`src/rtl/mem_bridge_pkg.sv`:
```
// Shared types and constants for the M-stage data bridge.
package mem_bridge_pkg;

  // Bridge FSM states.
  typedef enum logic [2:0] {
    ST_IDLE  = 3'd0,
    ST_ADDR  = 3'd1,
    ST_DATA  = 3'd2,
    ST_DONE  = 3'd3,
    ST_DRAIN = 3'd4
  } state_e;

  // Bus transfer size encodings.
  localparam logic [1:0] SZ_BYTE = 2'd0;
  localparam logic [1:0] SZ_HALF = 2'd1;
  localparam logic [1:0] SZ_WORD = 2'd2;

  // kseg0/kseg1 are unmapped windows onto the low 512 MB of physical space.
  localparam logic [2:0]  KSEG0_TOP = 3'b100;
  localparam logic [2:0]  KSEG1_TOP = 3'b101;
  localparam logic [31:0] KSEG_MASK = 32'h1FFF_FFFF;

  // Byte lane of the lowest set enable bit; it becomes the low address bits.
  function automatic logic [1:0] lowest_lane(input logic [3:0] en);
    if (en[0])      lowest_lane = 2'd0;
    else if (en[1]) lowest_lane = 2'd1;
    else if (en[2]) lowest_lane = 2'd2;
    else if (en[3]) lowest_lane = 2'd3;
    else            lowest_lane = 2'd0;
  endfunction

endpackage

```
`src/rtl/mem_req_encode.sv`:
```
// Combinational request encoder: byte enables + virtual address ->
// direction, transfer size, physical byte address and write strobes.
module mem_req_encode
  import mem_bridge_pkg::*;
(
  input  logic [3:0]  i_rd_en,
  input  logic [3:0]  i_wr_en,
  input  logic [31:0] i_vaddr,
  output logic        o_wr,
  output logic [1:0]  o_size,
  output logic [31:0] o_paddr,
  output logic [3:0]  o_wstrb
);

  logic [3:0]  w_en;
  logic [31:0] w_mapped;

  // A store wins when both load and store enables are present.
  assign o_wr    = |i_wr_en;
  assign w_en    = o_wr ? i_wr_en : i_rd_en;
  assign o_wstrb = i_wr_en;

  // Size from the enable pattern; anything not word/half-aligned is a byte.
  always_comb begin
    o_size = SZ_BYTE;
    case (w_en)
      4'b1111:         o_size = SZ_WORD;
      4'b0011, 4'b1100: o_size = SZ_HALF;
      default:         o_size = SZ_BYTE;
    endcase
  end

  // Strip the segment bits for kseg0/kseg1, then place the lane index in [1:0].
  always_comb begin
    w_mapped = i_vaddr;
    if (i_vaddr[31:29] == KSEG0_TOP || i_vaddr[31:29] == KSEG1_TOP)
      w_mapped = i_vaddr & KSEG_MASK;
    o_paddr = (w_mapped & 32'hFFFF_FFFC) | {30'd0, lowest_lane(w_en)};
  end

endmodule

```
`src/rtl/data_sram_bridge.sv`:
```
// M-stage data bridge: turns a single-cycle byte-enabled load/store into an
// SRAM-like addr/data handshake, stalling the pipe until it completes and
// discarding responses that belong to flushed instructions.
// Handshake: the request is offered while bus_req=1 and is held unchanged
// until the cycle bus_addr_ok=1; exactly one response (bus_data_ok=1) follows
// in a later cycle. Only one transaction is ever outstanding.
module data_sram_bridge
  import mem_bridge_pkg::*;
(
  input  logic        clk,
  input  logic        rst,
  input  logic [3:0]  mem_rd_en,
  input  logic [3:0]  mem_wr_en,
  input  logic [31:0] mem_addr,
  input  logic [31:0] mem_wdata,
  input  logic        mem_cancel,
  input  logic        pipe_adv,
  output logic [31:0] mem_rdata,
  output logic        mem_stall,
  output logic        bus_req,
  output logic        bus_wr,
  output logic [1:0]  bus_size,
  output logic [31:0] bus_addr,
  output logic [3:0]  bus_wstrb,
  output logic [31:0] bus_wdata,
  input  logic        bus_addr_ok,
  input  logic        bus_data_ok,
  input  logic [31:0] bus_rdata
);

  state_e      r_state;
  logic        r_cancel;
  logic        r_req;
  logic        r_wr;
  logic [1:0]  r_size;
  logic [31:0] r_addr;
  logic [3:0]  r_wstrb;
  logic [31:0] r_wdata;
  logic [31:0] r_rdata;

  logic        w_access;
  logic        w_cancel_pend;
  logic        w_enc_wr;
  logic [1:0]  w_enc_size;
  logic [31:0] w_enc_addr;
  logic [3:0]  w_enc_wstrb;

  assign w_access      = (|mem_rd_en) | (|mem_wr_en);
  assign w_cancel_pend = mem_cancel | r_cancel;

  mem_req_encode u_enc (
    .i_rd_en (mem_rd_en),
    .i_wr_en (mem_wr_en),
    .i_vaddr (mem_addr),
    .o_wr    (w_enc_wr),
    .o_size  (w_enc_size),
    .o_paddr (w_enc_addr),
    .o_wstrb (w_enc_wstrb)
  );

  // Bridge FSM plus request/response registers.
  always_ff @(posedge clk or negedge rst) begin
    if (!rst) begin
      r_state  <= ST_IDLE;
      r_cancel <= 1'b0;
      r_req    <= 1'b0;
      r_wr     <= 1'b0;
      r_size   <= 2'd0;
      r_addr   <= 32'd0;
      r_wstrb  <= 4'd0;
      r_wdata  <= 32'd0;
      r_rdata  <= 32'd0;
    end else begin
      case (r_state)
        ST_IDLE: begin
          r_cancel <= 1'b0;
          if (w_access && !mem_cancel) begin
            r_req   <= 1'b1;
            r_wr    <= w_enc_wr;
            r_size  <= w_enc_size;
            r_addr  <= w_enc_addr;
            r_wstrb <= w_enc_wstrb;
            r_wdata <= mem_wdata;
            r_state <= ST_ADDR;
          end
        end
        ST_ADDR: begin
          // The request may not be withdrawn, so a cancel is only remembered.
          if (mem_cancel) r_cancel <= 1'b1;
          if (bus_addr_ok) begin
            r_req   <= 1'b0;
            r_state <= w_cancel_pend ? ST_DRAIN : ST_DATA;
          end
        end
        ST_DATA: begin
          if (bus_data_ok) begin
            if (w_cancel_pend) begin
              r_cancel <= 1'b0;
              r_state  <= ST_IDLE;
            end else begin
              if (!r_wr) r_rdata <= bus_rdata;
              r_state <= ST_DONE;
            end
          end else if (mem_cancel) begin
            r_cancel <= 1'b1;
            r_state  <= ST_DRAIN;
          end
        end
        ST_DRAIN: begin
          if (bus_data_ok) begin
            r_cancel <= 1'b0;
            r_state  <= ST_IDLE;
          end
        end
        ST_DONE: begin
          if (pipe_adv || mem_cancel) r_state <= ST_IDLE;
        end
        default: r_state <= ST_IDLE;
      endcase
    end
  end

  // Stall is combinational so the hazard unit sees it in the access cycle.
  assign mem_stall = rst & (((r_state == ST_IDLE) & w_access & ~mem_cancel) |
                            (r_state == ST_ADDR) | (r_state == ST_DATA) |
                            (r_state == ST_DRAIN));

  assign bus_req   = r_req;
  assign bus_wr    = r_wr;
  assign bus_size  = r_size;
  assign bus_addr  = r_addr;
  assign bus_wstrb = r_wstrb;
  assign bus_wdata = r_wdata;
  assign mem_rdata = r_rdata;

endmodule

```
`config.mk`:
```
export PLATFORM = sky130hd
export DESIGN_NAME = data_sram_bridge
export DESIGN_NICKNAME = d
export VERILOG_FILES = /design/src/rtl/mem_bridge_pkg.sv /design/src/rtl/mem_req_encode.sv /design/src/rtl/data_sram_bridge.sv
export SDC_FILE = /design/constraint.sdc
export NUM_CORES = 1
export LEC_CHECK = 0
export BUFFER_PORTS_ARGS = -buffer_cell sky130_fd_sc_hd__buf_2
export CAP_MARGIN = 20
export CORE_UTILIZATION = 40
export DETAILED_ROUTE_END_ITERATION = 8
export GPL_TIMING_DRIVEN = 0
export PLACE_DENSITY = 0.7
export SYNTH_ARGS = -nofsm -noshare
export SYNTH_HDL_FRONTEND = slang
export SYNTH_HIERARCHICAL = 1
export SYNTH_SLANG_ARGS = --single-unit
```
`constraint.sdc`:
```
create_clock -name clk -period 3.05 [get_ports clk]
set_input_delay 0.1525 -clock clk [delete_from_list [all_inputs] [get_ports clk]]
set_output_delay 0.1525 -clock clk [all_outputs]
set_load 0.01 [all_outputs]
```
## Yosys cells after proc, flatten, opt, wreduce, memory -nomap -nowiden

Cells that the tools add are included.

| word-level totals | value |
|---|---|
| output and inout port bits | 105 |
| logic and storage cells | 75 |
| flip-flop bits (word level) | 108 |

| operators by class | value |
|---|---|
| equality and inequality tests | 15 |
| reductions and logical operators | 15 |
| multiplexer cells | 24 |
| bitwise gates (word level) | 12 |

Operators by type and width:

| kind | number |
|---|---|
| $mux W32 | 1 |
| $or A32 B2 Y32 | 1 |
| $mux W3 | 7 |
| $pmux W3 S5 | 1 |
| $mux W2 | 5 |
| $eq A3 B3 Y1 const B | 3 |
| $eq A4 B4 Y1 const B | 2 |
| $ne A2 B2 Y1 const B | 4 |
| $reduce_or A4 Y1 | 2 |
| $eq A3 B2 Y1 const B | 2 |
| $mux W1 | 6 |
| $ne A3 B3 Y1 const B | 2 |
| $reduce_and A3 Y1 | 2 |
| $or A1 B1 Y1 | 5 |
| $reduce_and A5 Y1 | 1 |
| $eq A4 B2 Y1 const B | 1 |
| $mux W4 | 1 |
| $pmux W1 S4 | 1 |
| $pmux W2 S2 | 1 |
| $reduce_and A4 Y1 | 1 |
| $reduce_bool A4 Y1 | 1 |
| $and A1 B1 Y1 | 3 |
| $eq A3 B1 Y1 const B | 1 |
| $logic_not A3 Y1 | 1 |
| 8 further kinds | 11 |

## Logic depth before layout (Yosys ltp)

| logic depth | value |
|---|---|
| depth in word-level cells | 8 |
| depth in mapped cells | 6 |

## Cells and area by module

The synthesis kept the hierarchy.

By module, submodules not included:

| module | instances | area each (sq um) | cells an instance | sequential area each (sq um) |
|---|---|---|---|---|
| data_sram_bridge | 1 | 4225.3 | 260 | 2702.6 |
| mem_req_encode | 1 | 387.9 | 57 | 0.0 |

## Worst setup path before layout

OpenSTA, ideal clock, no wires.

| path | value |
|---|---|
| path kind | register to register |
| from | register r_state[2] |
| to | register r_addr[10] (netlist: bus_addr[10]) |
| data required time | 2.923 ns |
| setup time | 0.127 ns |
| buffers on the path | 3 |
| data arrival time | 1.771 ns |
| cell stages (with the launch flop) | 7 |
| slack | 1.151 ns |
| clock period less this slack | 1.899 ns |
| cells stage by stage | dfrtp_1 > buf_2 > or2_4 > a2111oi_4 > buf_4 > buf_6 > mux2_1 |

| on the way | value |
|---|---|
| longest elaborated chain between the ends | 2 |

RTL lines:

| item | RTL line | RTL |
|---|---|---|
| start, declared | data_sram_bridge.sv:31 | `state_e r_state;` |
| start signal, assigned | data_sram_bridge.sv:92 | `r_state <= w_cancel_pend ? ST_DRAIN : ST_DATA;` |
| $logic_not A3 Y1 | data_sram_bridge.sv:74 | `case (r_state)` |
| $reduce_and A2 Y1 (no line) | - |  |
| end signal, assigned | data_sram_bridge.sv:81 | `r_addr <= w_enc_addr;` |
| end, declared | data_sram_bridge.sv:36 | `logic [31:0] r_addr;` |

No other way between the ends.
A chain may end at the register's enable or synchronous reset.

## Final worst setup path

| path | value |
|---|---|
| from | register r_state[2] |
| to | output mem_stall |

| on the way | value |
|---|---|
| longest elaborated chain between the ends | 7 |

RTL lines:

| item | RTL line | RTL |
|---|---|---|
| $logic_not A3 Y1 | data_sram_bridge.sv:124 | `assign mem_stall = rst & (((r_state == ST_IDLE) & w_access & ~mem_cancel) \|` |
| $and A1 B1 Y1 (2 in a row) | data_sram_bridge.sv:124 |  |
| $or A1 B1 Y1 | data_sram_bridge.sv:124 |  |
| $or A1 B1 Y1 | data_sram_bridge.sv:125 | `(r_state == ST_ADDR) \| (r_state == ST_DATA) \|` |
| $or A1 B1 Y1 * | data_sram_bridge.sv:125 |  |
| $and A1 B1 Y1 * | data_sram_bridge.sv:124 |  |
| end, declared | data_sram_bridge.sv:19 | `output logic mem_stall,` |

Every way passes the cells marked *; elsewhere a longest branch is shown, timed or not.

==> results_dict.tcl <==
set metrics [dict create \
    drv_cap 0 \
    wirelength_um 9727 \
    insertion_delay_ns 0.34 \
    post-cts-setup-buffer-count 0 \
    rsz0062_at_grt "no" \
    ys.flop_type "dfrtp_1" \
    vias_per_cell 4.792 \
    skew_ns 0.004710 \
    finalHoldViolations 0 \
    fmax_mhz 422.8 \
    crit_chain "buf_2, or2_4, a2111oi_4, buf_4, buf_6, o21a_1, buf_2" \
    cp.arrival_ns 2.21 \
    fin_cells 660 \
    fin_crit_sh_pct 77.54 \
    yosys_warnings 6 \
    ant_nets 0 \
    holdCritPathClass "in2reg" \
    drc 0 \
    grt_pass1_wl_um 15330 \
    die-height_um 109.4 \
    grt_pass1_vias 3143 \
    ios 215 \
    multi_input_area_um2 1548 \
    cts-buffers-inserted 9 \
    fp-row-count 38 \
    min_period_ns 2.365 \
    setup_ws_ns 0.6850 \
    slowest_delay_ns 0.35 \
    fillCellCount 922 \
    gp_congestion 0.8102 \
    worst_pin_slew_ns 0.6623 \
    maxSlewHeadroom_pct 55.84 \
    drv_slew 0 \
    grt_max_degree 60 \
    track_usage_pct 17.08 \
    ir_drop_mv 0.4197 \
    ctsHoldBuffers 1 \
    p_leak_nw 3.172 \
    setup_viol 0 \
    syn_to_final_growth_pct 31.30 \
    synthCells 317 \
    cts_max_path_buffers 2 \
    cts_max_level 3 \
    hold_ws_ns 0.02038 \
    vias 3163 \
    tns_ns 0 \
    netlist_area_um2 4613 \
    cts_tree "done" \
    crit_path_frequent_cell "buf_2" \
    synth_edf_count 0 \
    power_mw 5.196 \
    fp.coreArea_um2 11030 \
    start_util_pct 41.82 \
    outcome "completed" \
    final_nets 625 \
    drt_iter0_markers 69 \
    fp.dieW_um 109.4 \
    n_antenna_cell 0 \
    synth_fp_nets 427 \
    synthArstFlopShare_pct 100.0 \
    drt_first_pass_iters 4 \
    seq_area_frac_synth_pct 58.58 \
    min_from "mem_addr[17]" \
    cts-root-buf "clkbuf_16" \
    cts_sinks 108 \
    pre_cts_slack_ns 0.9186 \
    dieArea_um2 11970 \
    path_clk_slew_ns 0.07 \
    start_kind "register" \
    rr_startpoint "r_state[2]" \
    worstSetupStartpoint "r_state[2]" \
    yosys.cell_types.count 35 \
    dp_cells 643 \
    path_class "reg2out" \
    antenna_found_initial 0 \
    cpMaxStageDelayCell "dfrtp_1" \
    synth_area_per_cell_um2 14.55 \
    seq_area_um2 2703 \
    dp_hpwl_um 7488 \
    drive_gt1_share_pct 47.69 \
    cts-resized-gates 0 \
    end_kind "output pin" \
    numPortBuffers 185 \
    grt_overflow 0 \
    synth.ff_latch_count 108 \
    wire_per_inst_um 14.74 \
    power_density_nw_per_um2 857.9 \
    worstPathRequired_ns 2.90 \
    critPathMaxFanout 10 \
]
## where the power goes
| part | leakage [nW] | total [mW] | switching [mW] | internal (mW) |
|---|---|---|---|---|
| clock network | 0.148 | 1.17 | 0.506 | 0.667 |
| registers | 1.35 | 2.22 | 0.246 | 1.97 |
| logic | 1.68 | 1.81 | 0.893 | 0.913 |
| total | 3.17 | 5.20 | 1.64 | 3.55 |
## cell families after synthesis
logic type	synth area share [%]
compound gates	4.096
xor+xnor	0.1899
simple gates	3.879
mux	25.39
flops	58.58
buf+inv	7.865
## worst max-delay path, delay by kind of cell, from the launching register on
| kind | cells | cell delay (ns) |
|---|---|---|
| compound gates | 2 | 0.47 |
| buf+inv | 4 | 0.75 |
| flops | 1 | 0.35 |
| simple gates | 1 | 0.29 |
## layout make-up
class,instances,area share [%]
Multi-Input combinational cell,158,25.55
Buffer,46,5.681
Clock buffer,12,4.069
Inverter,5,0.3099
Tap cell,140,2.892
Timing Repair Buffer,187,15.95
Clock inverter,4,0.9296
Sequential cell,108,44.62
## state kept, by name, indices dropped and copies added, names as in the netlist
signal	cells
bus_addr	32
bus_wdata	32
mem_rdata	32
bus_wstrb	4
r_state	3
bus_size	2
bus_req	1
bus_wr	1
r_cancel	1
## worst paths after layout
kind / end / slack (ns) / cells past startpoint
setup / recovery: mem_stall / 0.68 / 7
min in group asynchronous: bus_addr[12] / 0.40 / 2
hold / removal: bus_addr[17] / 0.02 / 2
hold reg to reg: mem_rdata[11] / 0.48 / 1
setup reg to reg: bus_addr[18] / 0.95 / 6
max in group asynchronous: bus_addr[1] / 1.93 / 3
## cell usage in the layout, fill, tap and decap left out, types with 6 or more instances in the layout
| cell | instances |
|---|---|
| buf_2 | 189 |
| dfrtp_1 | 108 |
| mux2_1 | 103 |
| buf_4 | 33 |
| nor2_1 | 10 |
| clkbuf_16 | 9 |
| buf_6 | 6 |
## cells in the mapped netlist (all sizes together), types with 2 or more instances
| cell | instances | area share, % |
|---|---|---|
| a32oi | 2 | 0.38 |
| nor2 | 10 | 0.81 |
| a22o | 2 | 0.41 |
| o31ai | 5 | 0.81 |
| nand2b | 2 | 0.27 |
| nor2b | 2 | 0.27 |
| buf | 43 | 7.2 |
| nand2 | 3 | 0.24 |
| nand4bb | 2 | 0.49 |
| dfrtp | 108 | 59 |
| inv | 5 | 0.41 |
| mux2 | 104 | 25 |
| nor3b | 2 | 0.33 |
| a21oi | 5 | 0.54 |
| nor4 | 3 | 0.41 |
| o21a | 2 | 0.33 |
| clkbuf | 3 | 0.24 |
## through the flow
stage	utilization, %	instance area [µm²]
floorplan	-	4613
global placement	51.80	5714
detailed placement	52.08	5744
CTS	54.91	6057
global route	54.91	6057
finish	54.91	6057
## metal layers
metal,routed length [µm],track usage [%],vias up
met4,286,9.143,0
li1,-,-,1478
met1,3802,19.59,1531
met3,824,5.039,24
met5,0,0,-
met2,4813,28.75,130
Power figures use the tool's default switching activity.
